`config.mk`:
```
export PLATFORM = sky130hd
export DESIGN_NAME = mold_ab_arb
export DESIGN_NICKNAME = d
export VERILOG_FILES = /design/src/rtl/mold_ab_arb.sv
export SDC_FILE = /design/constraint.sdc
export NUM_CORES = 1
export LEC_CHECK = 0
export ABC_AREA = 0
export CAP_MARGIN = 20
export CELL_PAD_IN_SITES_DETAIL_PLACEMENT = 1
export CELL_PAD_IN_SITES_GLOBAL_PLACEMENT = 1
export CORE_ASPECT_RATIO = 1.75
export CORE_MARGIN = 4
export CORE_UTILIZATION = 27
export CTS_BUF_LIST = sky130_fd_sc_hd__clkbuf_4
export CTS_CLUSTER_DIAMETER = 50
export DETAILED_ROUTE_END_ITERATION = 12
export GPL_ROUTABILITY_DRIVEN = 0
export GPL_TIMING_DRIVEN = 0
export PLACE_DENSITY_LB_ADDON = 0.1
export SLEW_MARGIN = 10
export SYNTH_ARGS = -nofsm -noshare
export SYNTH_HDL_FRONTEND = slang
export SYNTH_SLANG_ARGS = --single-unit
```
`constraint.sdc`:
```
create_clock -name clk -period 5.04 [get_ports clk]
set_input_delay 0.756 -clock clk [delete_from_list [all_inputs] [get_ports clk]]
set_output_delay 0.756 -clock clk [all_outputs]
set_load 0.01 [all_outputs]
```
`src/rtl/mold_ab_arb.sv`:
```
// Packet-level A/B arbiter that shares one MoldUDP64 parser between two redundant UDP AXI-stream feeds.
// Optional stall timeout with synthetic packet termination: define MOLD_AB_TIMEOUT_EN.
module mold_ab_arb #(
  parameter int AXI_DATA_W  = 64,
  parameter int AXI_KEEP_W  = AXI_DATA_W / 8,
  parameter int PKT_CNT_W   = 32,
  parameter int TIMEOUT_CYC = 256
) (
  input  logic                  clk,
  input  logic                  reset,
  input  logic                  udp_a_axis_tvalid_i,
  input  logic [AXI_KEEP_W-1:0] udp_a_axis_tkeep_i,
  input  logic [AXI_DATA_W-1:0] udp_a_axis_tdata_i,
  input  logic                  udp_a_axis_tlast_i,
  input  logic                  udp_a_axis_tuser_i,
  output logic                  udp_a_axis_tready_o,
  input  logic                  udp_b_axis_tvalid_i,
  input  logic [AXI_KEEP_W-1:0] udp_b_axis_tkeep_i,
  input  logic [AXI_DATA_W-1:0] udp_b_axis_tdata_i,
  input  logic                  udp_b_axis_tlast_i,
  input  logic                  udp_b_axis_tuser_i,
  output logic                  udp_b_axis_tready_o,
  output logic                  udp_axis_tvalid_o,
  output logic [AXI_KEEP_W-1:0] udp_axis_tkeep_o,
  output logic [AXI_DATA_W-1:0] udp_axis_tdata_o,
  output logic                  udp_axis_tlast_o,
  output logic                  udp_axis_tuser_o,
  input  logic                  udp_axis_tready_i,
  output logic [1:0]            gnt_o,
  output logic [PKT_CNT_W-1:0]  pkt_cnt_a_o,
  output logic [PKT_CNT_W-1:0]  pkt_cnt_b_o
);

  localparam logic [2:0] ST_IDLE    = 3'd0;
  localparam logic [2:0] ST_GNT_A   = 3'd1;
  localparam logic [2:0] ST_GNT_B   = 3'd2;
  localparam logic [2:0] ST_DRAIN_A = 3'd3;
  localparam logic [2:0] ST_DRAIN_B = 3'd4;

  logic [2:0]           state_r, state_s;
  logic                 last_r, last_s;   // 1'b1 = feed B was served last
  logic [1:0]           gnt_r, gnt_s;
  logic [PKT_CNT_W-1:0] cnt_a_r, cnt_b_r;
  logic                 inc_a_s, inc_b_s;
  logic                 acc_s;

`ifdef MOLD_AB_TIMEOUT_EN
  localparam int STALL_W = (TIMEOUT_CYC > 2) ? $clog2(TIMEOUT_CYC) : 1;
  localparam logic [STALL_W-1:0] STALL_MAX = STALL_W'(TIMEOUT_CYC - 1);

  logic [STALL_W-1:0] stall_r, stall_s;
  logic               syn_r, syn_s;      // synthetic terminator offered but not yet taken
  logic               syn_drv_s;

  // Decide whether the synthetic terminating beat owns the output this cycle.
  always_comb begin
    syn_drv_s = 1'b0;
    case (state_r)
      ST_GNT_A: syn_drv_s = syn_r | ((stall_r == STALL_MAX) & ~udp_a_axis_tvalid_i);
      ST_GNT_B: syn_drv_s = syn_r | ((stall_r == STALL_MAX) & ~udp_b_axis_tvalid_i);
      default:  syn_drv_s = 1'b0;
    endcase
  end
`endif

  // Output mux and ready steering; the granted feed passes through with zero latency.
  always_comb begin
    udp_axis_tvalid_o   = 1'b0;
    udp_axis_tkeep_o    = '0;
    udp_axis_tdata_o    = '0;
    udp_axis_tlast_o    = 1'b0;
    udp_axis_tuser_o    = 1'b0;
    udp_a_axis_tready_o = 1'b0;
    udp_b_axis_tready_o = 1'b0;
    case (state_r)
      ST_GNT_A: begin
`ifdef MOLD_AB_TIMEOUT_EN
        if (syn_drv_s) begin
          udp_axis_tvalid_o = 1'b1;
          udp_axis_tlast_o  = 1'b1;
          udp_axis_tuser_o  = 1'b1;
        end else begin
          udp_axis_tvalid_o   = udp_a_axis_tvalid_i;
          udp_axis_tkeep_o    = udp_a_axis_tkeep_i;
          udp_axis_tdata_o    = udp_a_axis_tdata_i;
          udp_axis_tlast_o    = udp_a_axis_tlast_i;
          udp_axis_tuser_o    = udp_a_axis_tuser_i;
          udp_a_axis_tready_o = udp_axis_tready_i;
        end
`else
        udp_axis_tvalid_o   = udp_a_axis_tvalid_i;
        udp_axis_tkeep_o    = udp_a_axis_tkeep_i;
        udp_axis_tdata_o    = udp_a_axis_tdata_i;
        udp_axis_tlast_o    = udp_a_axis_tlast_i;
        udp_axis_tuser_o    = udp_a_axis_tuser_i;
        udp_a_axis_tready_o = udp_axis_tready_i;
`endif
      end
      ST_GNT_B: begin
`ifdef MOLD_AB_TIMEOUT_EN
        if (syn_drv_s) begin
          udp_axis_tvalid_o = 1'b1;
          udp_axis_tlast_o  = 1'b1;
          udp_axis_tuser_o  = 1'b1;
        end else begin
          udp_axis_tvalid_o   = udp_b_axis_tvalid_i;
          udp_axis_tkeep_o    = udp_b_axis_tkeep_i;
          udp_axis_tdata_o    = udp_b_axis_tdata_i;
          udp_axis_tlast_o    = udp_b_axis_tlast_i;
          udp_axis_tuser_o    = udp_b_axis_tuser_i;
          udp_b_axis_tready_o = udp_axis_tready_i;
        end
`else
        udp_axis_tvalid_o   = udp_b_axis_tvalid_i;
        udp_axis_tkeep_o    = udp_b_axis_tkeep_i;
        udp_axis_tdata_o    = udp_b_axis_tdata_i;
        udp_axis_tlast_o    = udp_b_axis_tlast_i;
        udp_axis_tuser_o    = udp_b_axis_tuser_i;
        udp_b_axis_tready_o = udp_axis_tready_i;
`endif
      end
`ifdef MOLD_AB_TIMEOUT_EN
      ST_DRAIN_A: udp_a_axis_tready_o = 1'b1;
      ST_DRAIN_B: udp_b_axis_tready_o = 1'b1;
`endif
      default: begin
        udp_axis_tvalid_o = 1'b0;
      end
    endcase
  end

  assign acc_s = udp_axis_tvalid_o & udp_axis_tready_i;

  // Next-state, round-robin pointer, packet-count strobes and stall tracking.
  always_comb begin
    state_s = state_r;
    last_s  = last_r;
    inc_a_s = 1'b0;
    inc_b_s = 1'b0;
`ifdef MOLD_AB_TIMEOUT_EN
    stall_s = '0;
    syn_s   = 1'b0;
`endif
    case (state_r)
      ST_IDLE: begin
        if (udp_a_axis_tvalid_i && udp_b_axis_tvalid_i) begin
          state_s = last_r ? ST_GNT_A : ST_GNT_B;
        end else if (udp_a_axis_tvalid_i) begin
          state_s = ST_GNT_A;
        end else if (udp_b_axis_tvalid_i) begin
          state_s = ST_GNT_B;
        end else begin
          state_s = ST_IDLE;
        end
      end
      ST_GNT_A: begin
`ifdef MOLD_AB_TIMEOUT_EN
        if (syn_drv_s) begin
          if (udp_axis_tready_i) begin
            state_s = ST_DRAIN_A;
          end else begin
            syn_s   = 1'b1;
            stall_s = stall_r;
          end
        end else if (acc_s) begin
          stall_s = '0;
        end else if (!udp_a_axis_tvalid_i && (stall_r != STALL_MAX)) begin
          stall_s = stall_r + STALL_W'(1);
        end else begin
          stall_s = stall_r;
        end
`endif
        if (acc_s && udp_axis_tlast_o && !udp_axis_tuser_o) begin
          inc_a_s = 1'b1;
        end else if (acc_s && udp_axis_tlast_o && udp_a_axis_tready_o) begin
          inc_a_s = 1'b1;
        end else begin
          inc_a_s = 1'b0;
        end
        if (acc_s && udp_axis_tlast_o && udp_a_axis_tready_o) begin
          last_s = 1'b0;
          if (udp_b_axis_tvalid_i) begin
            state_s = ST_GNT_B;
          end else if (udp_a_axis_tvalid_i) begin
            state_s = ST_GNT_A;
          end else begin
            state_s = ST_IDLE;
          end
        end else begin
          last_s = last_r;
        end
      end
      ST_GNT_B: begin
`ifdef MOLD_AB_TIMEOUT_EN
        if (syn_drv_s) begin
          if (udp_axis_tready_i) begin
            state_s = ST_DRAIN_B;
          end else begin
            syn_s   = 1'b1;
            stall_s = stall_r;
          end
        end else if (acc_s) begin
          stall_s = '0;
        end else if (!udp_b_axis_tvalid_i && (stall_r != STALL_MAX)) begin
          stall_s = stall_r + STALL_W'(1);
        end else begin
          stall_s = stall_r;
        end
`endif
        if (acc_s && udp_axis_tlast_o && udp_b_axis_tready_o) begin
          inc_b_s = 1'b1;
          last_s  = 1'b1;
          if (udp_a_axis_tvalid_i) begin
            state_s = ST_GNT_A;
          end else if (udp_b_axis_tvalid_i) begin
            state_s = ST_GNT_B;
          end else begin
            state_s = ST_IDLE;
          end
        end else begin
          inc_b_s = 1'b0;
        end
      end
`ifdef MOLD_AB_TIMEOUT_EN
      ST_DRAIN_A: begin
        if (udp_a_axis_tvalid_i && udp_a_axis_tlast_i) begin
          state_s = ST_IDLE;
          last_s  = 1'b0;
        end else begin
          state_s = ST_DRAIN_A;
        end
      end
      ST_DRAIN_B: begin
        if (udp_b_axis_tvalid_i && udp_b_axis_tlast_i) begin
          state_s = ST_IDLE;
          last_s  = 1'b1;
        end else begin
          state_s = ST_DRAIN_B;
        end
      end
`endif
      default: begin
        state_s = ST_IDLE;
      end
    endcase
  end

  // Grant vector follows the next state so gnt_o is a register aligned with state_r.
  always_comb begin
    case (state_s)
      ST_GNT_A, ST_DRAIN_A: gnt_s = 2'b01;
      ST_GNT_B, ST_DRAIN_B: gnt_s = 2'b10;
      default:              gnt_s = 2'b00;
    endcase
  end

  // State, pointer, grant and packet counters.
  always_ff @(posedge clk or posedge reset) begin
    if (reset) begin
      state_r <= ST_IDLE;
      last_r  <= 1'b1;
      gnt_r   <= 2'b00;
      cnt_a_r <= '0;
      cnt_b_r <= '0;
`ifdef MOLD_AB_TIMEOUT_EN
      stall_r <= '0;
      syn_r   <= 1'b0;
`endif
    end else begin
      state_r <= state_s;
      last_r  <= last_s;
      gnt_r   <= gnt_s;
      if (inc_a_s) begin
        cnt_a_r <= cnt_a_r + PKT_CNT_W'(1);
      end
      if (inc_b_s) begin
        cnt_b_r <= cnt_b_r + PKT_CNT_W'(1);
      end
`ifdef MOLD_AB_TIMEOUT_EN
      stall_r <= stall_s;
      syn_r   <= syn_s;
`endif
    end
  end

  assign gnt_o       = gnt_r;
  assign pkt_cnt_a_o = cnt_a_r;
  assign pkt_cnt_b_o = cnt_b_r;

endmodule

```
======== Word level (Yosys, flattened, before mapping) ========
Cells that the tools add are included.
cells by class
  order comparisons ....................... 0
  bitwise gates (word level) .............. 1
  reductions and logical operators ........ 11
  div/mod/pow operators ................... 0
  shift operators ......................... 0
  muxes and demuxes ....................... 25
  multipliers ............................. 0
  add/sub/neg operators ................... 2
  equality and inequality tests ........... 8
operators by type and width
  cell                     count
  $pmux W64 S2             1
  $add A32 B1 Y32 const B  2
  $pmux W8 S2              1
  $mux W3                  4
  $mux W1                  10
  $eq A3 B2 Y1 const B     3
  $pmux W3 S3              1
  $pmux W1 S2              4
  $eq A3 B1 Y1 const B     2
  $mux W2                  3
  $logic_and A1 B1 Y1      5
  $ne A2 B2 Y1 const B     2
  $pmux W2 S2              1
  $reduce_or A2 Y1         2
  $eq A3 B3 Y1 const B     1
  $logic_not A3 Y1         1
  $reduce_and A3 Y1        1
  $reduce_bool A2 Y1       1
  $and A1 B1 Y1            1
  $logic_not A1 Y1         1
word-level totals
  bits in read-only memories .............. 0
  output and inout bits ................... 143
  bits in writable memories ............... 0
  memories ................................ 0
  latch bits .............................. 0
  word-level logic and storage cells ...... 52
  bits in registers ....................... 70
  input port bits ......................... 153

======== Longest topological paths before layout ========
  depth in word-level cells ............... 10
  mapped depth ............................ 7

======== Least setup slack after synthesis ========
OpenSTA, ideal clock, no wires.
  kind .................................... reg2out
  start point ............................. register state_r[2]
  end point ............................... output port udp_axis_tdata_o[21]
  path slack .............................. 2788 ps
  buffers on the path ..................... 2
  cell stages (with the launch flop) ...... 5
  arrival time ............................ 1496 ps
  cell sequence ........................... dfrtp_1 -> nor3b_4 -> clkbuf_1 -> clkbuf_1 -> a22o_1
on the way
  word-level cells in the longest chain between the ends .. 2
  elaborated cells between the ends (all ways) .. 3
  those cells by class .................... 2 x eq/ne; 1 x mux
ends and longest elaborated chain
  what                                                 RTL line  RTL
  start: declaration                                   40        logic [2:0] state_r, state_s;
  start signal: assignment                             270       state_r <= state_s;
  $eq A3 B2 Y1 / $eq A3 B1 Y1 (equally long branches)  75        case (state_r)
  $pmux W64 S2 (*)                                     75
  end: declaration                                     25        output logic [AXI_DATA_W-1:0] udp_axis_tdata_o,
Every way passes the cells marked *; elsewhere a longest branch is shown, timed or not.

======== Worst setup path after layout ========
  start point ............................. register state_r[2]
  end point ............................... output port udp_axis_tdata_o[61]
The elaborated chain is that of the path after synthesis.

==> flow_metrics.tcl <==
set metrics [dict create \
    drt_iter0_markers 99 \
    cp_slowest_cell "clkdlybuf4s50_1" \
    initial_utilization_pct 27.5 \
    finalCritPeriodShare_pct 73.2 \
    place_ws_ns 1.78 \
    areaGrowthSynthToFinish_pct 84.9 \
    drive_gt1_share_pct 5.57 \
    wirelength_um 18900 \
    clkTransAtPathRegs_ns 0.13 \
    cts_tree "built" \
    setup_ws_ns 1.35 \
    cap_violations 0 \
    grt_pass1_vias 4627 \
    cts_buffers 9 \
    dpl_cell_area_um2 7150 \
    syn_area_per_cell_um2 10.7 \
    grt_first_pass_wirelength_um 28200 \
    pin_count 296 \
    clock_skew_ns 0.0202 \
    grt_max_degree 38 \
    peakVddDrop_mv 0.163 \
    port_buffers 295 \
    nNetsFinal 832 \
    clockBufferDepth 2 \
    cts_hold_buf 0 \
    drt_pass1_iterations 4 \
    relSlewSlack_pct 63.9 \
    setup_viol 0 \
    cts_root_buf "clkbuf_4" \
    synth_cells 370 \
    fmaxAchievable_mhz 271 \
    ant_nets 0 \
    startpoint_type "flop" \
    cts_sinks 70 \
    synth_area_leaders "dfrtp_1, a22o_1, xnor2_1" \
    final_util_pct 50.8 \
    arrival_ns 2.93 \
    drc 0 \
    status "finished, final reports clean" \
    ctsResizeCount 0 \
    cpMostUsedCell "clkbuf_1" \
    hold_viol 0 \
    yosys.cell_types.count 36 \
    antenna_found_initial 14 \
    final_area_um2 7300 \
    vias 4366 \
    dp.final_hpwl_um 15800 \
    ys_warn_count 0 \
    layout_common_cells "clkdlybuf4s50_1, a22o_1, dfrtp_1, xnor2_1, nand3_1" \
    rows 58 \
    fin_crit_ns 3.69 \
    leakage_nw 2.99 \
    slew_viol_final 0 \
    die-height_um 168 \
    ctsHtreeMaxLevel 3 \
    yosys.area.top_type "dfrtp_1" \
    hold_path.class "flop to flop" \
    rsz0062_at_grt "no" \
    r2r_cells 6 \
    critPathCaptureType "output pin" \
    numPlacedInstances 846 \
    die_area_um2 16700 \
    core_area_um2 14400 \
    clk_latency_ns 0.42 \
    fin_cells 867 \
    fillers 1572 \
    grt_usage_pct 22.0 \
    ys_ff_latch 70 \
    syn_nets 525 \
    die_x_um 99.4 \
    cp_cell_sequence "nor3b_4, clkbuf_1, clkbuf_1, a22o_1, clkdlybuf4s50_1" \
    powerDensity_nw_per_um2 179 \
    fin_setup_tns_ns 0 \
    ys_seq_area_share_pct 44.4 \
    cpPeakStageDelay_ns 0.55 \
    yosys.area.top_type_share_pct 43.7 \
    avgRoutedWirePerCell_um 21.8 \
    avgViaCountPerCell 5.04 \
    hold_path_depth 1 \
    layout_commonest_cell "clkdlybuf4s50_1" \
    worst_pin_slew_ns 0.541 \
    criticalPathCategory "flop to output pin" \
    crit_path_max_fanout 10 \
    cp.required_ns 4.28 \
    post_cts_buffers 0 \
    netlist_area_um2 3950 \
    grt-ovfl-total 0 \
]
## critical path: cells and delay by family, from the launching register on
family                 cells  cell delay (ns)
AOI/OAI and AO/OA          1             0.27
DFF                        1             0.51
and+or+nand+nor            1             0.30
buffers and inverters      3             1.46
## metrics by stage
step           power, mW  hold WS (ns)
6_report            1.31         0.482
5_1_grt             1.37         0.507
4_1_cts             1.33         0.488
3_5_place_dp       0.954         0.465
3_3_place_gp       0.944         0.467
2_1_floorplan      0.704         0.460
## layer usage
layer	routed length [um]	vias up	GRT usage, %
met2	9190	208	36.7
met5	109	-	0
li1	-	1998	-
met1	6830	2089	22.9
met4	685	18	9.45
met3	2070	53	11.3
## layout make-up
| class | instances | area (um^2) | share of cell area (%) |
|---|---|---|---|
| inverters | 7 | 28.8 | 0.394 |
| plain buffers | 24 | 113 | 1.54 |
| clock inverters | 7 | 72.6 | 0.994 |
| flip-flops and latches | 70 | 1750 | 24.0 |
| multi-input cells | 269 | 2060 | 28.2 |
| well taps | 180 | 225 | 3.08 |
| clock buffers | 9 | 67.6 | 0.925 |
| diodes | 5 | 12.5 | 0.171 |
| repair buffers | 296 | 2970 | 40.7 |
## synth_stat cells
cell type and instances:
a2111oi_0 1, a21boi_0 1, a21oi_1 4, a22o_1 74, a41oi_1 1, and2_1 12, and3_1 15, and3b_1 3
and4_1 8, buf_2 9, buf_4 3, clkbuf_1 12, conb_1 1, dfrtp_1 69, dfstp_2 1, ha_1 2
inv_1 7, mux2_1 2, nand2_1 18, nand3_1 22, nand3b_1 2, nand4_1 21, nor2_1 3, nor2b_2 1
nor3_1 3, nor3_2 2, nor3_4 2, nor3b_2 1, nor3b_4 1, o2111ai_4 1, o21ai_0 2, o21ai_1 2
o21bai_1 1, or2_1 1, xnor2_1 55, xor2_1 7
## kinds of logic (layout without fill, tap and decap cells)
family,after synthesis,after routing,synth area share (%)
AO/OA/AOI/OAI,87,87,18.9
XOR/XNOR,62,62,13.8
buffers and inverters,31,343,3.52
multiplexers,2,2,0.570
adder cells (fa/ha/maj),2,2,0.634
AND/OR/NAND/NOR,115,115,18.1
flip-flops,70,70,44.4
other,1,6,0.0950
## power by group
part           switching [mW]  total (mW)  internal, mW
Combinational           0.134       0.359         0.225
Clock                   0.213       0.366         0.153
Sequential            0.00999       0.581         0.571
Total                   0.357        1.31         0.949
## worst paths after layout
check / slack (ns) / start / end
worst min register to register: 0.48 / pkt_cnt_b_o[31] / pkt_cnt_b_o[31]
worst max register to register: 3.04 / state_r[2] / pkt_cnt_b_o[29]
max in group asynchronous: 3.80 / reset / pkt_cnt_a_o[23]
min in group asynchronous: 0.69 / reset / pkt_cnt_b_o[3]
worst min-delay path: 0.48 / pkt_cnt_b_o[31] / pkt_cnt_b_o[31]
worst max-delay path: 1.35 / state_r[2] / udp_axis_tdata_o[61]
## state kept, by name, indices dropped and copies added (netlist names)
register     count
gnt_o            2
pkt_cnt_b_o     32
last_r           1
state_r          3
pkt_cnt_a_o     32
Note: power is estimated with default switching activity, not from simulation.
